File: config.mk
export PLATFORM = sky130hd
export DESIGN_NAME = score_counter
export DESIGN_NICKNAME = d
export VERILOG_FILES = /design/src/rtl/score_pkg.sv /design/src/rtl/score_prescaler.sv /design/src/rtl/score_counter.sv
export SDC_FILE = /design/constraint.sdc
export NUM_CORES = 1
export LEC_CHECK = 0
export BUFFER_PORTS_ARGS = -buffer_cell sky130_fd_sc_hd__buf_2
export CORE_ASPECT_RATIO = 0.6
export CORE_UTILIZATION = 40
export DETAILED_ROUTE_END_ITERATION = 10
export GPL_ROUTABILITY_DRIVEN = 0
export PLACE_DENSITY = 0.63
export SLEW_MARGIN = 0
export SYNTH_ARGS = -nofsm -noshare
export SYNTH_HDL_FRONTEND = slang
export SYNTH_SLANG_ARGS = --single-unit
File: constraint.sdc
create_clock -name clk2 -period 2.59 [get_ports clk2]
set_input_delay 0.259 -clock clk2 [delete_from_list [all_inputs] [get_ports clk2]]
set_output_delay 0.259 -clock clk2 [all_outputs]
set_load 0.02 [all_outputs]
File: src/rtl/score_pkg.sv
// score_pkg: shared types, defaults and helpers
// for the score path and the display block.
package score_pkg;

    typedef enum logic [1:0] {
        ST_IDLE = 2'd0,
        ST_RUN  = 2'd1,
        ST_OVER = 2'd2
    } state_t;

    localparam int unsigned TICKS_DEF      = 4;
    localparam int unsigned SCORE_W_DEF    = 10;
    localparam int unsigned SCORE_MAX_DEF  = 999;
    localparam int unsigned LEVEL_STEP_DEF = 100;
    localparam int unsigned LEVEL_MAX_DEF  = 7;

    // Speed level as a compare chain over step multiples, no divider.
    // A 3-bit level can never exceed 7, which bounds the chain.
    function automatic logic [2:0] level_of(
        input int unsigned s,
        input int unsigned step = LEVEL_STEP_DEF,
        input int unsigned lmax = LEVEL_MAX_DEF
    );
        logic [2:0] lv;
        lv = '0;
        for (int unsigned k = 1; k <= 7; k++) begin
            if (k <= lmax && s >= k * step) begin
                lv = 3'(k);
            end
        end
        return lv;
    endfunction

endpackage

File: src/rtl/score_prescaler.sv
// score_prescaler: divides game ticks down to
// one point pulse per TICKS_PER_POINT ticks.
module score_prescaler #(
    parameter int unsigned TICKS_PER_POINT = 4
) (
    input  logic clk2,
    input  logic reset,
    input  logic clear,
    input  logic tick_en,
    output logic point_pulse
);

    localparam int unsigned PW =
        (TICKS_PER_POINT > 1) ? $clog2(TICKS_PER_POINT) : 1;

    logic [PW-1:0] r_cnt;
    logic          w_terminal;

    // Combinational so the score moves on the edge sampling the tick.
    assign w_terminal  = (r_cnt == PW'(TICKS_PER_POINT - 1));
    assign point_pulse = tick_en && w_terminal && !clear;

    // Tick counter; clear wins so every run starts on a fresh point.
    always_ff @(posedge clk2 or negedge reset) begin
        if (!reset) begin
            r_cnt <= '0;
        end else if (clear) begin
            r_cnt <= '0;
        end else if (tick_en) begin
            r_cnt <= w_terminal ? '0 : r_cnt + 1'b1;
        end
    end

endmodule

File: src/rtl/score_counter.sv
// score_counter: run-state FSM, saturating score,
// session high score and speed level.
module score_counter
    import score_pkg::*;
#(
    parameter int unsigned TICKS_PER_POINT = TICKS_DEF,
    parameter int unsigned SCORE_W         = SCORE_W_DEF,
    parameter int unsigned SCORE_MAX       = SCORE_MAX_DEF,
    parameter int unsigned LEVEL_STEP      = LEVEL_STEP_DEF,
    parameter int unsigned LEVEL_MAX       = LEVEL_MAX_DEF
) (
    input  logic               clk2,
    input  logic               reset,
    input  logic               tick_en,
    input  logic               start,
    input  logic               collide,
    output logic [SCORE_W-1:0] score,
    output logic [SCORE_W-1:0] high_score,
    output logic [2:0]         level,
    output logic               running,
    output logic               game_over,
    output logic               new_record
);

    state_t             r_state;
    logic [SCORE_W-1:0] r_score;
    logic [SCORE_W-1:0] r_high;
    logic [2:0]         r_level;
    logic               r_new_record;

    logic               w_clear;
    logic               w_point;
    logic [SCORE_W-1:0] w_score_nxt;

    // Prescaler restarts on the edge that enters RUN.
    assign w_clear = start && (r_state != ST_RUN);

    assign w_score_nxt = (r_score == SCORE_W'(SCORE_MAX))
                       ? r_score : r_score + 1'b1;

    score_prescaler #(
        .TICKS_PER_POINT(TICKS_PER_POINT)
    ) u_presc (
        .clk2       (clk2),
        .reset      (reset),
        .clear      (w_clear),
        .tick_en    (tick_en),
        .point_pulse(w_point)
    );

    // Run FSM with score, level and high-score registers.
    always_ff @(posedge clk2 or negedge reset) begin
        if (!reset) begin
            r_state      <= ST_IDLE;
            r_score      <= '0;
            r_high       <= '0;
            r_level      <= '0;
            r_new_record <= 1'b0;
        end else begin
            unique case (r_state)
                ST_IDLE: begin
                    if (start) begin
                        r_state <= ST_RUN;
                    end
                end
                ST_RUN: begin
                    if (collide) begin
                        r_state      <= ST_OVER;
                        r_new_record <= (r_score > r_high);
                        if (r_score > r_high) begin
                            r_high <= r_score;
                        end
                    end else if (w_point) begin
                        r_score <= w_score_nxt;
                        r_level <= level_of(32'(w_score_nxt),
                                            LEVEL_STEP, LEVEL_MAX);
                    end
                end
                ST_OVER: begin
                    if (start) begin
                        r_state      <= ST_RUN;
                        r_score      <= '0;
                        r_level      <= '0;
                        r_new_record <= 1'b0;
                    end
                end
                default: begin
                    r_state <= ST_IDLE;
                end
            endcase
        end
    end

    assign score      = r_score;
    assign high_score = r_high;
    assign level      = r_level;
    assign running    = (r_state == ST_RUN);
    assign game_over  = (r_state == ST_OVER);
    assign new_record = r_new_record;

endmodule

# Word level (Yosys, flattened, before mapping)
# Index checks and enable logic that the tools add are counted.
# op_classes
addsub,2
mul,0
div_mod_pow,0
order_cmp,8
eq_ne,10
shifts,0
muxes,25
bitwise_logic,0
reduce_logical,12
# op_table
op,n
10-bit two-way mux,4
"10-bit by 9-bit >= comparator with 1-bit output, second input constant",3
3-bit two-way mux,9
"10-bit >= comparator, second input constant",2
10-bit one-hot mux with 2 select lines,1
"10-bit by 1-bit adder with 10-bit output, second input constant",1
"10-bit equality test, second input constant",1
"10-bit by 7-bit >= comparator with 1-bit output, second input constant",1
"10-bit by 8-bit >= comparator with 1-bit output, second input constant",1
10-bit greater-than comparator,1
2-bit two-way mux,5
"2-bit by 1-bit != test with 1-bit output, second input constant",3
"2-bit != test, second input constant",3
3-bit one-hot mux with 2 select lines,1
3-bit AND reduction,2
"2-bit equality test, second input constant",2
2-bit one-hot mux with 2 select lines,1
4-bit AND reduction,1
2-bit nonzero test,2
1-bit logical AND,3
1-bit two-way mux,3
"2-bit by 1-bit adder with 2-bit output, second input constant",1
"2-bit by 1-bit equality test with 1-bit output, second input constant",1
2-bit zero test,1
4 further kinds,4
# totals
regBits,28
latch_bits,0
ram_bits,0
rom_bits,0
in_bits,5
output_inout_bits,26
n_memories,0

# Logic depth before layout (Yosys ltp)
# depth
ltp_word,13
ltp_mapped,10
ltp_nobuf,9

# Hierarchy
# A second synthesis with hierarchy kept.
# hier_totals
hier_cells,232
hier_area_um2,2162.1
# modules_own_cells
mod,instances,cells_each,area_per_inst_um2
score_counter,1,222,2054.5
score_prescaler,1,10,107.6

# Least setup slack after synthesis
# Ideal clock, no wire load.
# synth_timing
path_type,register to register
startpoint,"register r_score[3], in the netlist score[3]"
endpoint,"register r_high[4], in the netlist high_score[4]"
setup_ns,0.125
arrival_ns,2.145
t_required_ns,2.465
slack_ns,0.320
stages_incl_launch_ff,9
synth_period_minus_slack_ns,2.270
cell_sequence,dfrtp_1 ha_1 a21o_1 a21o_1 a21oi_1 o211ai_1 nand2_1 buf_1 mux2_2
# synth_between
elab_chain_len,2
# synth_rtl
item,line_no,rtl
from (decl),score_counter.sv:26,logic [SCORE_W-1:0] r_score;
from (signal assigned),score_counter.sv:74,r_score <= w_score_nxt;
10-bit greater-than comparator,score_counter.sv:70,if (r_score > r_high) begin
3-bit AND reduction (no source line),n/a,
to (signal assigned),score_counter.sv:71,r_high <= r_score;
to (decl),score_counter.sv:27,logic [SCORE_W-1:0] r_high;
# No other way between the ends.
# A chain may end at the register's enable or synchronous reset.

# Final worst setup path
# layout_timing
startpoint,"register r_score[2], in the netlist score[2]"
endpoint,"register r_level[0], in the netlist level[0]"
# layout_between
elab_chain_len,13
# layout_rtl
item,line_no,rtl
10-bit by 1-bit adder with 10-bit output / 10-bit equality test (equally long branches),"score_counter.sv:39, score_counter.sv:38",
10-bit two-way mux (*),score_counter.sv:39,? r_score : r_score + 1'b1;
10-bit by 7-bit >= comparator with 1-bit output,score_pkg.sv:27,if (k <= lmax && s >= k * step) begin
1-bit two-way mux,score_pkg.sv:27,
3-bit two-way mux (5 in series),score_pkg.sv:27,
3-bit two-way mux (*),score_pkg.sv:27,
3-bit two-way mux (*),score_counter.sv:73,end else if (w_point) begin
3-bit two-way mux (*),score_counter.sv:67,if (collide) begin
3-bit one-hot mux with 2 select lines (*),score_counter.sv:60,unique case (r_state)
to (signal assigned),score_counter.sv:75,"r_level <= level_of(32'(w_score_nxt),"
to (decl),score_counter.sv:28,logic [2:0] r_level;
# Every way passes the cells marked *; elsewhere a longest branch is shown, timed or not. The select of a mux whose other input is x is not followed.

==> results.md <==
- Most common cell in the netlist: dfrtp_1
- Die Width: 95.3 microns
- Sink Count: 28
- Maximum number of pins on one net before global-route repair: 29
- Setup ws final: 216 ps
- P&R area growth vs syn: 14.6%
- RSZ-0062 raised after global routing: false
- Hold WS: -4.81 ps
- Antenna violations before repair: 0
- Worst-path fanout max: 18
- Fin area: 2390 sq um
- DIE AREA: 5520 sq um
- TritonRoute pass-1 iters: 5
- CTS-repair resized insts: 0
- CP max-delay cell: dfrtp_1
- Crit path launch type: register
- Post-synthesis simple-gate area fraction: 22.7%
- # rows: 19
- PortBufs: 30
- DPL Wire Length: 4040 microns
- Hold buffer count at CTS: 0
- Tot Pwr: 1.23 mW
- Tmin final: 2370 ps
- Max Cap Violations: 0
- Antenna Cells: 0
- Worst skew pair latency: 280 ps
- Die Y-Extent: 58.0 microns
- CP arrival: 2600 ps
- Post-place instance area: 2320 sq um
- Post-synth cell types: 56
- Main combinational cell family by area after synthesis: simple AND/OR/NAND/NOR gates
- Post-synth top area cell: dfrtp_1
- Async set-or-reset flop fraction in the synthesized netlist: 100%
- Slowest stage delay, CP: 690 ps
- Synth Area in Compound Gates: 20.3%
- Worst slew margin: 51.7%
- Placed cells: 326
- CP bufs+invs: 0
- Cells after Synth: 238
- TritonCTS clock tree: done
- Vias in the first global route: 1,619
- Top post-synthesis cells by count: dfrtp_1 (28), nand2_1 (16), a21oi_1 (14), inv_1 (14)
- Most frequent CP cell: o221ai_1
- Mapped Nets: 255
- Top-Level Pins: 31
- GRT Residual Overflow: 0
- Postcts setup bufs: 0
- Critical path's top delay family: compound AO/OA/AOI/OAI gates
- Failing checks: negative hold slack
- Inserted Clock Buffers: 3
- Crit path capture type: register
- Highest clock rate: 421 MHz
- Slew Viols, Final: 0
- Outcome: finished with violations
- P_leak: 1.15 nW
- Global-route wire length before repair: 8710 microns
- CTS clock-pin slew for the worst setup and hold paths: 110 ps
- Tcrit/Tclk final: 91.6%
- H-tree depth: 1
- Total Routing Usage GR: 21.0%
- DR WL/cell: 16.3 microns
- Starting DRC count in detailed routing: 188
- Setup TNS: 0 ps
- Mux cell area share after synthesis: 5.27%
- Via density: 5.67
- Initial Utilization: 43.7%
- Post-DRT Antenna Nets: 0
- Routed WL: 5370 microns
- Layout net count: 285
- Layout cell share with drive strength beyond 1: 22.8%
- Yosys reg bits: 28
- Post-Layout Cell Count: 330
- Pwr Density: 516 nW/um^2
- Post-Synth Adder-Cell Area: 7.19%
- Critical-path cell list: and4_1 > a21oi_1 > o221ai_1 > a21boi_0 > o221ai_1 > a311o_1 > nand3_1
- Dominant register cell in the synthesized netlist: dfrtp_1
- Ranking of synthesized cells by area: dfrtp_1 (34%), ha_1 (7.2%), mux2_2 (4.3%)
- Placeable Area: 4780 sq um
- Mapped Area: 2090 sq um
- Total of warnings raised by yosys: 0
- Core Util, Final: 50.1%
- Final Hold Fails: 12
- Register area share after synthesis: 33.6%
- Worst Tran Pin Value: 725 ps
- Crit Path Class: reg -> reg
- Post-synth EDFFs: 0
- Root buffer cell: clkbuf_8
- Vias: 1,872
- DRC violations left: 0
- Fin Clk Skew: 6.62 ps
- Avg Cell Area, Syn: 8.77 sq um
- Worst Path Required: 2820 ps
- Yosys top cell area share: 33.6%
- Maximum VDD drop: 0.000333 V
- Worst hold path class: in -> async
- Xor-xnor portion of the synthesized cell area: 4.55%
- # setup viols final: 0
- Pre-CTS WS: 258 ps
- Max Buffers Root-to-Sink: 2
-- cell families after synthesis --
group	Yosys count
AND/OR/NAND/NOR	83
XOR/XNOR	10
adder cells (fa/ha/maj)	12
AO/OA/AOI/OAI	64
buffers and inverters	31
multiplexers	10
flip-flops	28
-- cell type report --
cell class                 instances  area, sq um
timing repair buffer              41          233
tap                               63         78.8
inverter                          15         56.3
fill                             456         2390
clock inverter                     1         30.0
clock buffer                       3         41.3
sequential                        28          701
multi-input combinational        179         1250
-- layout by cell type (no fill, tap or decap), types with 2 or more instances in the layout --
cell      instances
dfrtp_1          28
nor4_1            3
o21ai_0          12
a22o_1            3
nor3_1            8
a21boi_0          2
o21a_1            4
clkbuf_8          3
a21o_1            4
a311o_1           2
xor2_1            5
a21oi_1          14
nand2_1          16
and2_1            3
nand2b_1          9
buf_4            11
mux2_2            8
xnor2_1           4
nand4_1           6
inv_1            14
o21bai_1          2
nand3_1           8
a31oi_1           5
buf_2            30
mux2i_1           2
ha_1             12
nor2b_1           2
o22ai_1           4
nor2_1           12
nor3b_1           2
o221ai_1          5
-- per-layer routing --
layer	GRT usage (%)	share of wire, %	vias up
met5	0	0	-
met4	3.25	0.32	0
met3	4.20	8.1	2
met2	27.0	38	70
met1	35.3	54	874
li1	-	-	926
-- flip-flops by register name, indices dropped and copies added (netlist names) --
signal         cells
score             10
u_presc.r_cnt      2
high_score        10
level              3
new_record         1
r_state            2
-- final timing paths --
| check | cells past startpoint | start | endpoint | slack (ps) |
|---|---|---|---|---|
| hold / removal | 1 | reset | high_score[1] | -5 |
| max in group asynchronous | 1 | reset | score[9] | 2170 |
| min in group clk2 | 2 | collide | r_state[0] | 200 |
| setup / recovery | 7 | score[2] | level[0] | 220 |
| hold reg to reg | 2 | level[0] | level[0] | 490 |
| setup reg to reg | 7 | score[2] | level[0] | 220 |
-- power breakdown --
part	total [mW]	leakage [nW]	internal [mW]	switching [mW]
clock network	0.357	0.0357	0.207	0.150
logic	0.346	0.731	0.130	0.216
registers	0.531	0.383	0.487	0.0441
(Power assumes the default switching activity.)
